`src/rtl/controle_semaforo.sv`:
```
// Traffic-light controller: green/amber/red-walk/all-red cycle timed by Temp_15 ticks, with pedestrian early exit.
// Optional night flashing-amber mode compiled in with `define MODO_NOTURNO_EN.
module controle_semaforo #(
    parameter int T_VERDE     = 4,
    parameter int T_AMARELO   = 1,
    parameter int T_VERMELHO  = 3,
    parameter int T_LIMPEZA   = 1,
    parameter int T_VERDE_MIN = 1
) (
    input  logic       clk,
    input  logic       reset,
    input  logic       Temp_15,
    input  logic       ped_btn,
`ifdef MODO_NOTURNO_EN
    input  logic       noturno,
`endif
    output logic       luz_verde,
    output logic       luz_amarela,
    output logic       luz_vermelha,
    output logic       ped_verde,
    output logic [3:0] ticks_rest,
    output logic       ped_pend
);

    typedef enum logic [2:0] {
        VERDE,
        AMARELO,
        VERMELHO,
        LIMPEZA
`ifdef MODO_NOTURNO_EN
        , PISCA
`endif
    } estado_t;

    estado_t    estado, estado_n;
    logic [3:0] rest_n;
    logic       pend_n;
    logic       verde_n, amarela_n, vermelha_n, ped_verde_n;
    logic [4:0] decorrido;

    function automatic logic [3:0] duracao(input estado_t s);
        case (s)
            VERDE:    duracao = 4'(T_VERDE);
            AMARELO:  duracao = 4'(T_AMARELO);
            VERMELHO: duracao = 4'(T_VERMELHO);
            LIMPEZA:  duracao = 4'(T_LIMPEZA);
            default:  duracao = 4'd0;
        endcase
    endfunction

    function automatic estado_t proximo(input estado_t s);
        case (s)
            VERDE:    proximo = AMARELO;
            AMARELO:  proximo = VERMELHO;
            VERMELHO: proximo = LIMPEZA;
            default:  proximo = VERDE;
        endcase
    endfunction

    // Green ticks already served, counting the one now elapsing; ticks_rest never exceeds T_VERDE in VERDE.
    assign decorrido = 5'(T_VERDE) - {1'b0, ticks_rest} + 5'd1;

    always_comb begin
        estado_n = estado;
        rest_n   = ticks_rest;
        pend_n   = ped_pend;

        if (ped_btn && estado != VERMELHO)
            pend_n = 1'b1;

`ifdef MODO_NOTURNO_EN
        if (estado == PISCA) begin
            if (Temp_15 && !noturno)
                estado_n = LIMPEZA;
        end else
`endif
        if (Temp_15) begin
            if (estado == VERDE && ped_pend && decorrido >= 5'(T_VERDE_MIN))
                estado_n = AMARELO;
            else if (ticks_rest == 4'd1)
                estado_n = proximo(estado);
            else
                rest_n = ticks_rest - 4'd1;
        end

`ifdef MODO_NOTURNO_EN
        if (noturno)
            estado_n = PISCA;
`endif

        if (estado_n != estado) begin
            rest_n = duracao(estado_n);
            if (estado_n == VERMELHO)
                pend_n = 1'b0;
        end

        verde_n     = (estado_n == VERDE);
        amarela_n   = (estado_n == AMARELO);
        vermelha_n  = (estado_n == VERMELHO) || (estado_n == LIMPEZA);
        ped_verde_n = (estado_n == VERMELHO);

`ifdef MODO_NOTURNO_EN
        // Flashing amber starts lit on entry and toggles once per tick while night mode lasts.
        if (estado_n == PISCA) begin
            pend_n = 1'b0;
            if (estado != PISCA)
                amarela_n = 1'b1;
            else if (Temp_15)
                amarela_n = ~luz_amarela;
            else
                amarela_n = luz_amarela;
        end
`endif
    end

    always_ff @(posedge clk or negedge reset) begin
        if (!reset) begin
            estado       <= LIMPEZA;
            ticks_rest   <= 4'(T_LIMPEZA);
            ped_pend     <= 1'b0;
            luz_verde    <= 1'b0;
            luz_amarela  <= 1'b0;
            luz_vermelha <= 1'b1;
            ped_verde    <= 1'b0;
        end else begin
            estado       <= estado_n;
            ticks_rest   <= rest_n;
            ped_pend     <= pend_n;
            luz_verde    <= verde_n;
            luz_amarela  <= amarela_n;
            luz_vermelha <= vermelha_n;
            ped_verde    <= ped_verde_n;
        end
    end

endmodule

```
`config.mk`:
```
export PLATFORM = sky130hd
export DESIGN_NAME = controle_semaforo
export DESIGN_NICKNAME = d
export VERILOG_FILES = /design/src/rtl/controle_semaforo.sv
export SDC_FILE = /design/constraint.sdc
export NUM_CORES = 1
export LEC_CHECK = 0
export ABC_AREA = 1
export BUFFER_PORTS_ARGS = -buffer_cell sky130_fd_sc_hd__buf_2
export CORE_MARGIN = 4
export CORE_UTILIZATION = 48
export CTS_BUF_LIST = sky130_fd_sc_hd__clkbuf_4 sky130_fd_sc_hd__clkbuf_8 sky130_fd_sc_hd__clkbuf_16
export CTS_CLUSTER_DIAMETER = 150
export DETAILED_ROUTE_END_ITERATION = 8
export PLACE_DENSITY = 0.7
export SLEW_MARGIN = 40
export SYNTH_ARGS = -nofsm -noshare
export SYNTH_HDL_FRONTEND = slang
export SYNTH_SLANG_ARGS = --single-unit
```
`constraint.sdc`:
```
create_clock -name clk -period 2.2 [get_ports clk]
set_input_delay 0.11 -clock clk [delete_from_list [all_inputs] [get_ports clk]]
set_output_delay 0.11 -clock clk [all_outputs]
set_load 0.02 [all_outputs]
```
==> results.cfg <==
[min_path]
worstHoldStart = Temp_15
hold_class = in -> reg
whs_path_depth = 2
hold_end = ticks_rest[3]

[synthesis]
synth_cell_types = 21
yosysMostFrequentCell = nand2_1
yosysWarningCount = 0
synth_ff_type = dfrtp_1
synth_area_um2 = 783.3
synth_nets = 108
yosys_register_bits = 12
synth_edf_count = 0
yosysSeqAreaShare_pct = 38.98
synth-async-reset-ratio_pct = 100.0
yosys-top-cells-area = dfrtp_1 (26%), dfstp_2 (13%), nand2_1 (12%), ha_1 (11%), inv_1 (6.7%)
synth_top_area_share_pct = 25.56
synthCells = 97
synth_top_cell_by_area = dfrtp_1
syn_area_per_cell_um2 = 8.075
synth_common_cells = nand2_1 (26), inv_1 (14), dfrtp_1 (8)

[critical_path]
rrSetupSlack_ns = 0.50
critical_path_required_ns = 2.37
cp_max_fo = 7
max_stage_delay_ns = 0.41
crit_path_end_kind = flop
crit_chain = inv_1 -> ha_1 -> nand2_2 -> nor2_4 -> nand2_1 -> nand2_1 -> inv_1 -> nand3_1 -> nand2_2 -> nand2_2 -> nand2_1 -> nand2_1 -> nand2_1
start_kind = flop
worstSetupPathType = reg -> reg
cp_num_buf_inv = 2
cpMostUsedCell = nand2_1
worst_path_max_delay_cell = dfrtp_1
crit_family = simple AND/OR/NAND/NOR gates
arrival_ns = 1.87
r2r-end = ticks_rest[2]
timing.rr.start = ticks_rest[1]
r2r.worst_path.cells = 13

[cells_and_area]
num_antenna_cells = 0
drive_above_1_share_pct = 28.32
area_growth_pct = 15.18
utilization_pct = 59.20
fill_cells = 149
final_area_um2 = 902.1
final_cells = 129
nNetsFinal = 125

[clock_network]
cts_setup_buffers = 0
cts_resized = 0
clkTransAtPathRegs_ns = 0.08
cts_num_sinks = 12
clk-insertion-delay-late_ns = 0.27
clockRootBuffer = clkbuf_4
cts_buffer_depth = 2
postCtsHoldBufs = 1
cts_buffers = 3
htreeDepth = 1
tritoncts = yes

[detailed_routing]
vias_per_cell = 5.008
drt_pre_antenna_iters = 4
routed_wl_um = 1491
drc = 0
ant_nets = 0
wl_per_cell_um = 11.56
first_iter_violations = 7
vias = 646

[floorplanning]
die_area_um2 = 2342
die_y_um = 48.40
num_rows = 14
start_util_pct = 51.40
core-area_um2 = 1524
ioPinCount = 13
die_w_um = 48.40

[power_and_ir_drop]
leakagePower_uw = 0.0004938
ir_drop_mv = 0.8460
p_per_area_nw_per_um2 = 1498

[sta]
finalSetupViolations = 0
fmax_mhz = 587.8
clock_skew_ns = 0.002122
finalHoldViolations = 0
rsz0062_at_grt = no
maxSlewViolCount = 0
fin_ws_ns = 0.4988
period_share_pct = 77.33
slew_headroom_pct = 81.96
tightest_slew_ns = 0.2707
fin_tns_setup_ns = 0
min_period_ns = 1.701

[placement]
place_congestion = 0.8103
place_inst = 124
dp_hpwl_um = 1184
dp_slack_ns = 0.4818
placed_area_um2 = 855.8
io_buffers = 12

[run]
drv_cap = 0

[grt]
grt_pass1_wl_um = 2546
grt_max_degree = 13
grt_overflow_total = 0
grt_pass1_vias = 612
grt_use_total_pct = 13.64
antenna_found_initial = 0

[run_status]
status = finished clean
==> area by class of cell <==
type / instances / area (um^2) / area share (%)
clock buffers: 4 / 36.28 / 4.022
multi-input cells: 68 / 410.4 / 45.49
inverters: 16 / 60.06 / 6.657
flip-flops and latches: 12 / 305.3 / 33.84
well taps: 16 / 20.02 / 2.219
repair buffers: 13 / 70.07 / 7.767
==> stage by stage <==
step | hold slack [ns] | power [uW]
finish | 0.1981 | 1351
global route | 0.2011 | 1479
CTS | 0.1836 | 1369
detailed placement | 0.00005448 | 1186
global placement | -0.002281 | 1174
floorplan | -0.1856 | 1005
==> sequential cells by signal (all words and copies together) (netlist names) <==
signal	count
estado	3
ped_verde	1
luz_verde	1
luz_vermelha	1
ped_pend	1
luz_amarela	1
ticks_rest	4
==> power by group <==
| group | switching (uW) | internal [uW] | total, uW | leakage, uW |
|---|---|---|---|---|
| Combinational | 474 | 264 | 737 | 0.000334 |
| Clock | 74.8 | 101 | 175 | 0.0000210 |
| Sequential | 95.2 | 343 | 439 | 0.000139 |
| Total | 644 | 708 | 1350 | 0.000494 |
==> worst max-delay path by stage <==
stage,from,to,cells past startpoint
after global placement,ticks_rest[1],ticks_rest[2],13
after global routing,ticks_rest[1],ticks_rest[2],13
after floorplan,ticks_rest[1],ticks_rest[2],10
final,ticks_rest[1],ticks_rest[2],13
after detailed placement,ticks_rest[1],ticks_rest[2],13
after CTS,ticks_rest[1],ticks_rest[2],13
==> routing by layer <==
layer	routed length [um]	global-route usage, %	share of wire [%]	up-vias
met5	0	0	0	-
met4	10	8.295	0.67	0
met3	54	2.454	3.6	2
met2	766	22.83	51	9
met1	658	15.86	44	301
li1	-	-	-	334
==> cell families after synthesis <==
kind of cell	after synthesis	synth area share, %
XOR/XNOR	1	1.118
flip-flops	12	38.98
AND/OR/NAND/NOR	52	33.55
adder cells (fa/ha/maj)	7	11.18
buffers and inverters	17	8.627
AO/OA/AOI/OAI	8	6.548
==> placed cells by master (no fill, tap or decap) <==
cell / synthesis / layout
nand3_1: 5 / 5
clkbuf_4: 0 / 3
xnor2_1: 1 / 1
nand2_1: 26 / 26
nand2_4: 1 / 1
inv_1: 14 / 14
dfstp_2: 4 / 4
nor2_4: 2 / 2
dlygate4sd3_1: 0 / 1
inv_2: 2 / 2
nor2_1: 6 / 6
a21oi_1: 3 / 3
nand3_2: 3 / 3
a21oi_4: 1 / 1
o21ai_0: 3 / 3
nand4_1: 3 / 3
buf_2: 0 / 12
clkbuf_8: 0 / 1
dfrtp_1: 8 / 8
o21ai_1: 1 / 1
nor3_1: 2 / 2
nand2_2: 3 / 3
or2_1: 1 / 1
ha_1: 7 / 7
Note: power is estimated with default switching activity, not from simulation.
